<file path="src/rtl/fetch_controller.sv">
// Instruction fetch stage: PC register, IF/ID pipeline latch, redirect/stall/halt control.
// Ports: Clk/Reset; ReadAddress/Instruction to instruction memory; Stall, BranchTaken/
// BranchTarget, Jump/JumpIndex from ID; IFID_* latch to decode; Halted; Fetch/Bubble counters.
module fetch_controller #(
  parameter logic [31:0] RESET_PC  = 32'h0000_0000,
  parameter int unsigned MEM_WORDS = 30
) (
  input  logic        Clk,
  input  logic        Reset,
  output logic [31:0] ReadAddress,
  input  logic [31:0] Instruction,
  input  logic        Stall,
  input  logic        BranchTaken,
  input  logic [31:0] BranchTarget,
  input  logic        Jump,
  input  logic [25:0] JumpIndex,
  output logic [31:0] IFID_Instruction,
  output logic [31:0] IFID_PCPlus4,
  output logic        IFID_Valid,
  output logic        Halted,
  output logic [31:0] FetchCount,
  output logic [31:0] BubbleCount
);

  typedef enum logic [1:0] {
    ST_RUN      = 2'd0,
    ST_REDIRECT = 2'd1,
    ST_HALTED   = 2'd2
  } state_e;

  state_e      state_q, state_d;
  logic [31:0] pc_q, pc_d;
  logic [31:0] ifid_instr_q, ifid_instr_d;
  logic [31:0] ifid_pc4_q, ifid_pc4_d;
  logic        ifid_vld_q, ifid_vld_d;
  logic [31:0] fetch_cnt_q, fetch_cnt_d;
  logic [31:0] bubble_cnt_q, bubble_cnt_d;

  logic        redirect;
  logic [31:0] redirect_pc;
  logic        pc_in_range;
  logic [31:0] pc_plus4;

  assign redirect = BranchTaken | Jump;

  // Branch wins over jump when both resolve in the same cycle.
  assign redirect_pc = BranchTaken ? {BranchTarget[31:2], 2'b00}
                                   : {ifid_pc4_q[31:28], JumpIndex, 2'b00};

  // Word index compared zero-extended so any PC above the memory is out of range.
  assign pc_in_range = ({2'b00, pc_q[31:2]} < 32'(MEM_WORDS));
  assign pc_plus4    = pc_q + 32'd4;

  always_comb begin
    state_d      = state_q;
    pc_d         = pc_q;
    ifid_instr_d = ifid_instr_q;
    ifid_pc4_d   = ifid_pc4_q;
    ifid_vld_d   = ifid_vld_q;
    fetch_cnt_d  = fetch_cnt_q;
    bubble_cnt_d = bubble_cnt_q;

    if (redirect) begin
      // Redirect is honoured in every state and always flushes IF/ID.
      pc_d         = redirect_pc;
      ifid_instr_d = 32'h0;
      ifid_pc4_d   = 32'h0;
      ifid_vld_d   = 1'b0;
      state_d      = ST_REDIRECT;
      // Cycles spent halted are not bubbles.
      if (state_q != ST_HALTED) begin
        bubble_cnt_d = bubble_cnt_q + 32'd1;
      end
    end else begin
      unique case (state_q)
        ST_RUN, ST_REDIRECT: begin
          if (Stall) begin
            bubble_cnt_d = bubble_cnt_q + 32'd1;
          end else if (pc_in_range) begin
            pc_d         = pc_plus4;
            ifid_instr_d = Instruction;
            ifid_pc4_d   = pc_plus4;
            ifid_vld_d   = 1'b1;
            fetch_cnt_d  = fetch_cnt_q + 32'd1;
            state_d      = ST_RUN;
          end else begin
            // Ran off the end of memory: park the PC and present a bubble.
            ifid_instr_d = 32'h0;
            ifid_pc4_d   = 32'h0;
            ifid_vld_d   = 1'b0;
            state_d      = ST_HALTED;
          end
        end
        ST_HALTED: begin
          // Stall is irrelevant here; everything holds until a redirect or reset.
        end
        default: begin
          state_d = ST_RUN;
        end
      endcase
    end
  end

  always_ff @(posedge Clk) begin
    if (Reset) begin
      state_q      <= ST_RUN;
      pc_q         <= RESET_PC;
      ifid_instr_q <= 32'h0;
      ifid_pc4_q   <= 32'h0;
      ifid_vld_q   <= 1'b0;
      fetch_cnt_q  <= 32'h0;
      bubble_cnt_q <= 32'h0;
    end else begin
      state_q      <= state_d;
      pc_q         <= pc_d;
      ifid_instr_q <= ifid_instr_d;
      ifid_pc4_q   <= ifid_pc4_d;
      ifid_vld_q   <= ifid_vld_d;
      fetch_cnt_q  <= fetch_cnt_d;
      bubble_cnt_q <= bubble_cnt_d;
    end
  end

  assign ReadAddress      = pc_q;
  assign IFID_Instruction = ifid_instr_q;
  assign IFID_PCPlus4     = ifid_pc4_q;
  assign IFID_Valid       = ifid_vld_q;
  assign Halted           = (state_q == ST_HALTED);
  assign FetchCount       = fetch_cnt_q;
  assign BubbleCount      = bubble_cnt_q;

endmodule
</file>
<file path="config.mk">
export PLATFORM = sky130hd
export DESIGN_NAME = fetch_controller
export DESIGN_NICKNAME = d
export VERILOG_FILES = /design/src/rtl/fetch_controller.sv
export SDC_FILE = /design/constraint.sdc
export NUM_CORES = 1
export LEC_CHECK = 0
export ABC_CLOCK_PERIOD_IN_PS = 2900
export CORE_AREA = 2 2 118 166
export DETAILED_ROUTE_END_ITERATION = 8
export DIE_AREA = 0 0 120 168
export GPL_TIMING_DRIVEN = 0
export PLACE_DENSITY_LB_ADDON = 0.15
export SKIP_CTS_REPAIR_TIMING = 1
export SLEW_MARGIN = 40
export SYNTH_ARGS = -nofsm -noshare
export SYNTH_HDL_FRONTEND = slang
export SYNTH_SLANG_ARGS = --single-unit
</file>
<file path="constraint.sdc">
create_clock -name Clk -period 2.9 [get_ports Clk]
set_input_delay 0.435 -clock Clk [delete_from_list [all_inputs] [get_ports Clk]]
set_output_delay 0.435 -clock Clk [all_outputs]
set_load 0.03 [all_outputs]
</file>
Word-level counts from Yosys, hierarchy flattened
Index checks and enable logic that the tools add are counted.
{"block": "op_classes", "add_sub_neg": 3, "magnitude_cmp": 1, "eq_ne": 8, "mux": 16, "n_bitwise": 4, "reduce_logical": 12}
{"op": "32-bit 2-to-1 mux", "n": 11}
{"op": "32-bit by 1-bit adder with 32-bit output (second input constant)", "n": 2}
{"op": "32-bit by 3-bit adder with 32-bit output (second input constant)", "n": 1}
{"op": "30-bit by 5-bit < comparator with 1-bit output (second input constant)", "n": 1}
{"op": "2-bit by 1-bit != test with 1-bit output (second input constant)", "n": 3}
{"op": "2-bit AND reduction", "n": 3}
{"op": "3-bit AND reduction", "n": 2}
{"op": "2-bit nonzero test", "n": 3}
{"op": "2-bit 2-to-1 mux", "n": 2}
{"op": "2-bit != test (second input constant)", "n": 2}
{"op": "2-bit case mux with 2 select lines", "n": 1}
{"op": "4-bit AND reduction", "n": 1}
{"op": "2-bit OR reduction", "n": 2}
{"op": "3-bit != test (second input constant)", "n": 1}
{"op": "1-bit inverter", "n": 3}
{"op": "2-bit by 1-bit equality test with 1-bit output (second input constant)", "n": 1}
{"op": "2-bit equality test (second input constant)", "n": 1}
{"op": "2-bit logical NOT", "n": 1}
{"op": "1-bit 2-to-1 mux", "n": 2}
{"op": "1-bit bitwise OR", "n": 1}
{"block": "totals", "register_bits": 163, "input_bits": 95, "out_inout_bits": 162, "word_cells": 52}

Depth between registers and ports, before layout
Gate-level depths: netlist of run 1.
{"block": "depth", "depth_word": 5, "ltp_mapped": 9}

Least setup slack after synthesis of run 1
OpenSTA, ideal clock, no wires.
{"block": "synth_timing", "kind": "reg2reg", "start": "register fetch_cnt_q[0] (netlist: FetchCount[0])", "end": "register fetch_cnt_q[26] (netlist: FetchCount[26])", "setup_ns": 0.121, "arrival_time_ns": 2.303, "setup_slack_ns": 0.476, "path_stages_with_launch": 8, "path_cell_list": "dfxtp_1 > ha_1 > nand2_1 > or3_1 > or2_1 > buf_2 > nor4b_2 > mux2_2"}
{"block": "synth_via", "elab_chain_len": 1}
{"item": "start, declared", "line_no": "36", "rtl": "logic [31:0] fetch_cnt_q, fetch_cnt_d;"}
{"item": "start signal, assigned", "line_no": "119", "rtl": "fetch_cnt_q <= fetch_cnt_d;"}
{"item": "32-bit by 1-bit adder with 32-bit output", "line_no": "84", "rtl": "fetch_cnt_d = fetch_cnt_q + 32'd1;"}
Every way passes these cells.
A chain may end at the register's enable or synchronous reset.

Worst setup path after layout of run 1
{"block": "layout_timing", "start": "register pc_q[19] (netlist: ReadAddress[19])", "end": "register fetch_cnt_q[20] (netlist: FetchCount[20])"}
{"block": "layout_via", "elab_chain_len": 2}
{"item": "start, declared", "line_no": "32", "rtl": "logic [31:0] pc_q, pc_d;"}
{"item": "start signal, assigned", "line_no": "115", "rtl": "pc_q <= pc_d;"}
{"item": "30-bit by 5-bit < comparator with 1-bit output", "line_no": "51", "rtl": "assign pc_in_range = ({2'b00, pc_q[31:2]} < 32'(MEM_WORDS));"}
{"item": "4-bit AND reduction (no line)"}
Every way passes these cells.

==> results of run 1 <==
-- sequential cells by signal (all words and copies together), names as in the netlist --
register          count
BubbleCount          32
FetchCount           32
IFID_Instruction     32
IFID_PCPlus4         31
ReadAddress          30
state_q               2
IFID_Valid            1
-- metrics by stage --
stage          instance area, µm²  hold slack (ps)  TNS [ps]
2_1_floorplan                6470              470         0
3_3_place_gp                 9300              437     -2630
3_5_place_dp                 9340              443      -719
4_1_cts                      9930              464         0
5_1_grt                      9940              484         0
6_report                     9940              460         0
-- power by group through the flow --
stage | clock [mW] | sequential [mW] | combinational (mW)
2_1_floorplan | 0 | 2.38 | 0.133
3_3_place_gp | 0 | 2.32 | 0.443
3_5_place_dp | 0 | 2.32 | 0.447
4_1_cts | 2.28 | 2.27 | 0.450
5_1_grt | 2.37 | 2.27 | 0.480
6_report | 2.21 | 2.27 | 0.447
-- final cells by class --
cell class / count / area (µm²) / area share (%)
flip-flops and latches: 160 / 3200 / 32.2
clock buffers: 17 / 425 / 4.28
inverters: 8 / 30.0 / 0.302
clock inverters: 15 / 164 / 1.65
well taps: 248 / 310 / 3.12
multi-input cells: 459 / 3080 / 31.0
plain buffers: 45 / 201 / 2.03
repair buffers: 253 / 2530 / 25.4
-- cells in the mapped netlist, drive strengths merged (8+ instances only) --
cell type	number	share of area, %
and3	11	1.1
a22oi	22	2.6
nand4	26	2.5
a22o	35	4.7
inv	8	0.46
nand2	29	1.7
o2bb2ai	25	3.4
buf	12	1.2
nor2	60	3.5
and2	29	2.8
dfxtp	160	50
a21oi	37	2.9
xnor2	10	1.4
nor3	12	1.0
xor2	26	3.5
nand3	24	1.9
o31ai	14	1.6
or4	15	1.8
clkbuf	33	1.9
nor4	14	1.8
-- per-layer routing --
| layer | track usage [%] | share of wire, % | vias to the layer above | wire length, µm |
|---|---|---|---|---|
| li1 | - | - | 3032 | - |
| met1 | 23.0 | 42 | 2864 | 8440 |
| met2 | 34.9 | 50 | 200 | 10100 |
| met5 | 0 | 0 | - | 0 |
| met3 | 6.20 | 6.6 | 26 | 1340 |
| met4 | 7.93 | 2.2 | 0 | 446 |
-- cell families (layout without fill, tap and decap cells) --
group | count (synthesis) | after routing | share of synthesized area [%]
muxes | 9 | 9 | 1.49
DFF | 160 | 160 | 49.5
xor gates and xnor gates | 36 | 36 | 4.88
other | 1 | 2 | 0.0580
buffers and inverters | 53 | 338 | 3.58
AOI/OAI and AO/OA | 157 | 157 | 18.0
adders and majority gates | 3 | 3 | 0.580
and+or+nand+nor | 252 | 252 | 21.8
-- worst min path at each step --
stage | from | end | slack (ps) | cells after the start
after global routing | IFID_PCPlus4[14]$_SDFFE_PP0P_ | IFID_PCPlus4[14]$_SDFFE_PP0P_ | 480 | 1
after global placement | IFID_PCPlus4[2]$_SDFFE_PP0P_ | IFID_PCPlus4[2]$_SDFFE_PP0P_ | 440 | 2
after CTS | IFID_PCPlus4[12]$_SDFFE_PP0P_ | IFID_PCPlus4[12]$_SDFFE_PP0P_ | 460 | 1
after detailed placement | IFID_PCPlus4[22]$_SDFFE_PP0P_ | IFID_PCPlus4[22]$_SDFFE_PP0P_ | 440 | 1
final | IFID_PCPlus4[11]$_SDFFE_PP0P_ | IFID_PCPlus4[11]$_SDFFE_PP0P_ | 460 | 1
after floorplan | state_q[0]$_SDFFE_PP0P_ | state_q[0]$_SDFFE_PP0P_ | 470 | 2
==> out/results.tsv, run 1 <==
metric	value	unit
fraction of registers with async set/reset	0	%
worst setup path start	ReadAddress[19]$_SDFFE_PP0P_	
library cells used by synthesis	52	
Sink Count	160	
layout net count	1042	
cell count after synthesis	671	
Chip Width	120	µm
total power	4.92	mW
CTS clk-pin slew, worst paths	70	ps
global-route usage over all layers	20.2	%
I/O pin count	257	
post-DP HPWL	15100	µm
WP data required	3190	ps
sw power	1.31	mW
gr ovfl total	0	
crit path max fanout	10	
Reg2Reg Capture Point	FetchCount[20]$_SDFFE_PP0P_	
critical-path cell list	nor4_1 -> nand3_2 -> or4_4 -> buf_6 -> buf_2 -> clkbuf_1 -> o31ai_1 -> a21oi_1	
H-tree depth	4	
final worst setup slack	285	ps
Relative slew margins	52.4	%
final wirelength	20300	µm
antenna cell count	0	
CTS tree	yes	
vias in the first global route	6125	
fmax	0.382	GHz
internal power	3.61	mW
Final Max Tran Viols	0	
Layout fillers	1737	
RSZ-0062 raised after global routing	false	
Worst setup endpoint	FetchCount[20]$_SDFFE_PP0P_	
DR vias	6122	
root buf cell	clkbuf_16	
EDFF count, synth	0	
Worst path max stage delay	530	ps
chip height	168	µm
Hold Vio Cnt, Final	0	
placed cells	1173	
post-layout min period	2610	ps
worst-case clock buffer depth	2	
largest net degree at the start of global routing	19	
later-pin clock latency in the skew report	430	ps
first-pass GRT wire length	32400	µm
flop2flop setup slack	290	ps
most frequent cells in the layout	clkdlybuf4s50_1 (252), dfxtp_1 (160), nor2_1 (59)	
Main synth FF type	dfxtp_1	
Clock power frac	44.9	%
Hold/Removal Path Class	register to register	
Synth Register Bits	160	
Vias per Instance	5.08	
layout cells sized above 1	6.79	%
Critical Path Stages	8	
Setup Skew	15.3	ps
Reg power frac	46.1	%
static leakage	3.41	nW
Synth Warn #	0	
num rows	60	
Syn Area/Cell	9.64	µm²
commonest non-fill, non-tap cell in the layout	clkdlybuf4s50_1	
worst slew pin tran	708	ps
pre-CTS WS	-67.1	ps
VDD IR-drop max	0.000288	V
Core Area	18800	µm²
Critical Path Source Type	register	
non-filler instance count after layout	1205	
PD cells	495	nW/µm²
drt wl/cell	16.9	µm
antenna violations before repair	0	
die area	20200	µm²
Worst Path Buf+Inv	3	
status	complete, no violations	
switch share	26.7	%
initial core utilization	34.3	%
gpl congestion	0.828	
first-pass detailed-route iteration total	4	
FF-to-FF path depth	8	
kind of critical path	register to register	
Final ANT Viol Nets	0	
max-cap violation count	0	
1st-iter DRT viols	217	
Top delay family on crit path	simple AND/OR/NAND/NOR gates	
CP arrival	2900	ps
buffers added on ports	252	
final setup fails	0	
Util after Layout	52.8	%
area of the mapped netlist	6470	µm²
critical path endpoint category	register	
ratio of final minimum period to clock period	90.2	%
area growth from synthesis to layout	53.8	%
drt drc	0	
cts bufs inserted	17	
slowest CP cell	or4_4	
combinational fraction of design power	9.1	%
reg-to-reg critical path startpoint	ReadAddress[19]$_SDFFE_PP0P_	
post-synthesis sequential area ratio	49.5	%
Note: power is estimated with default switching activity, not from simulation.
==> run 2, diff against run 1 <==
--- a/config.mk
+++ b/config.mk
@@ -6,9 +6,9 @@
 export NUM_CORES = 1
 export LEC_CHECK = 0
 export ABC_CLOCK_PERIOD_IN_PS = 2900
-export CORE_AREA = 2 2 118 166
+export CORE_AREA = 2 2 106 149
 export DETAILED_ROUTE_END_ITERATION = 8
-export DIE_AREA = 0 0 120 168
+export DIE_AREA = 0 0 108 151
 export GPL_TIMING_DRIVEN = 0
 export PLACE_DENSITY_LB_ADDON = 0.15
 export SKIP_CTS_REPAIR_TIMING = 1
==> run 2 against run 1 <==
Setup slack got worse by 21 ps. Die area is 19% lower. Clock power grew 4%. Power rose by 1.6%. Critical path type unchanged.
==> out/results.tsv, run 2 (synthesis gave the netlist of run 1 again) <==
metric	value	unit	change
Core Area	14900	µm²	-21%
post-DP HPWL	14500	µm	-4.0%
FF-to-FF path depth	7		-1
fmax	0.379	GHz	-0.79%
later-pin clock latency in the skew report	420	ps	about the same
Worst Path Buf+Inv	2		-1
critical-path cell list	nor4_1 -> nand3_2 -> or4_4 -> buf_6 -> buf_6 -> nor4_1 -> mux2_1		
chip height	151	µm	-10%
multi-input logic area	3080	µm²	unchanged
Hold/Removal Path Class	register to register		
I/O pin count	257		unchanged
Hold Vio Cnt, Final	0		unchanged
Critical Path Source Type	register		
first-pass detailed-route iteration total	5		+1
Chip Width	108	µm	-10%
die area	16300	µm²	-19%
layout net count	1041		-0.096%
largest net degree at the start of global routing	17		-2
CTS clk-pin slew, worst paths	60	ps	about the same
drt drc	0		unchanged
most frequent cells in the layout	clkdlybuf4s50_1 (252), dfxtp_1 (160), nor2_1 (59)		
critical path endpoint category	register		
WP data required	3200	ps	about the same
post-layout min period	2640	ps	+20.9 ps
layout cells sized above 1	6.80	%	+0.0071 points
H-tree depth	4		unchanged
worst slew pin tran	816	ps	+108 ps
VDD IR-drop max	0.000331	V	+15%
commonest non-fill, non-tap cell in the layout	clkdlybuf4s50_1		
ratio of final minimum period to clock period	90.9	%	+0.72 points
Worst path max stage delay	540	ps	about the same
kind of critical path	register to register		
status	complete, no violations		
reg-to-reg critical path startpoint	ReadAddress[19]$_SDFFE_PP0P_		
Cells on Worst Hold Path	2		+1
Top delay family on crit path	simple AND/OR/NAND/NOR gates		
vias in the first global route	5805		-5.2%
PD cells	506	nW/µm²	+2.2%
DR vias	6224		+1.7%
cts bufs inserted	17		unchanged
antenna violations before repair	0		unchanged
CTS tree	yes		
global-route usage over all layers	23.9	%	+3.8 points
Vias per Instance	5.42		+6.7%
worst-case clock buffer depth	2		unchanged
placed cells	1116		-4.9%
Sink Count	160		unchanged
Setup Skew	10.3	ps	-5.07 ps
Layout fillers	1262		-27%
gr ovfl total	0		unchanged
initial core utilization	43.3	%	+9.0 points
crit path max fanout	10		unchanged
gpl congestion	0.805		-2.7%
Relative slew margins	45.1	%	-7.2 points
CP arrival	2940	ps	+40 ps
Reg2Reg Capture Point	FetchCount[25]$_SDFFE_PP0P_		
Worst Hold Path EP	IFID_PCPlus4[2]$_SDFFE_PP0P_		
root buf cell	clkbuf_16		
area growth from synthesis to layout	52.8	%	
Final ANT Viol Nets	0		unchanged
static leakage	3.40	nW	-0.20%
num rows	53		-12%
drt wl/cell	17.3	µm	+2.4%
buffers added on ports	252		unchanged
final wirelength	19800	µm	-2.5%
1st-iter DRT viols	271		+25%
Util after Layout	66.2	%	+13 points
RSZ-0062 raised after global routing	false		
Final Max Tran Viols	0		unchanged
hold path startpoint	IFID_PCPlus4[2]$_SDFFE_PP0P_		
final setup fails	0		unchanged
antenna cell count	0		unchanged
flop2flop setup slack	260	ps	-20 ps
slowest CP cell	or4_4		
first-pass GRT wire length	30400	µm	-6.0%
max-cap violation count	0		unchanged
non-filler instance count after layout	1148		-4.7%
FF/Latch Area	3200	µm²	unchanged
## run 2: through the flow
stage               hold slack [ps]  setup TNS, ps  area, µm²  worst slack (ps)  total power [mW]
detailed placement              443          -3750       9260              -106              2.76
finish                          458              0       9880               264              5.00
CTS                             463              0       9870               163              5.04
floorplan                       470              0       6470               476              2.51
global placement                438          -5370       9230              -240              2.76
global route                    469              0       9880              86.0              5.16
## run 2: worst max-delay path by stage
stage               slack (ps)  depth (start not counted)                    startpoint                           endpoint
finish                     260                          7  ReadAddress[19]$_SDFFE_PP0P_        FetchCount[25]$_SDFFE_PP0P_
global route                90                          8  ReadAddress[19]$_SDFFE_PP0P_        FetchCount[20]$_SDFFE_PP0P_
CTS                        160                          7  ReadAddress[19]$_SDFFE_PP0P_        FetchCount[25]$_SDFFE_PP0P_
floorplan                  480                          7    FetchCount[0]$_SDFFE_PP0P_        FetchCount[26]$_SDFFE_PP0P_
detailed placement        -110                          7                          Jump  IFID_Instruction[12]$_SDFFE_PP0P_
global placement          -240                          7                          Jump        BubbleCount[9]$_SDFFE_PP0P_
## run 2: power breakdown
group          switching, mW  internal (mW)  leakage, nW  total, mW
Sequential            0.0365           2.23         1.30       2.27
Clock                  0.956           1.33        0.288       2.29
Combinational          0.226          0.221         1.82      0.448
Total                   1.22           3.78         3.40       5.00
## run 2: layer usage
layer	vias to the layer above	share of wire (%)	global-route usage (%)
li1	3033	-	-
met1	2967	40	26.9
met2	195	50	42.4
met3	29	7.9	7.36
met4	0	1.9	8.78
met5	-	0	0
## run 2: cell type report
cell class | count | share of cell area [%]
inverters | 8 | 0.304
multi-input cells | 459 | 31.2
repair buffers | 252 | 25.5
clock buffers | 19 | 4.58
clock inverters | 13 | 1.53
well taps | 192 | 2.43
flip-flops and latches | 160 | 32.4
plain buffers | 45 | 2.04
## run 2: worst min-delay path, delay by kind of cell (launching register included)
| kind | cells | cell delay, ps |
|---|---|---|
| compound gates | 1 | 50 |
| simple gates | 1 | 50 |
| flops | 1 | 330 |
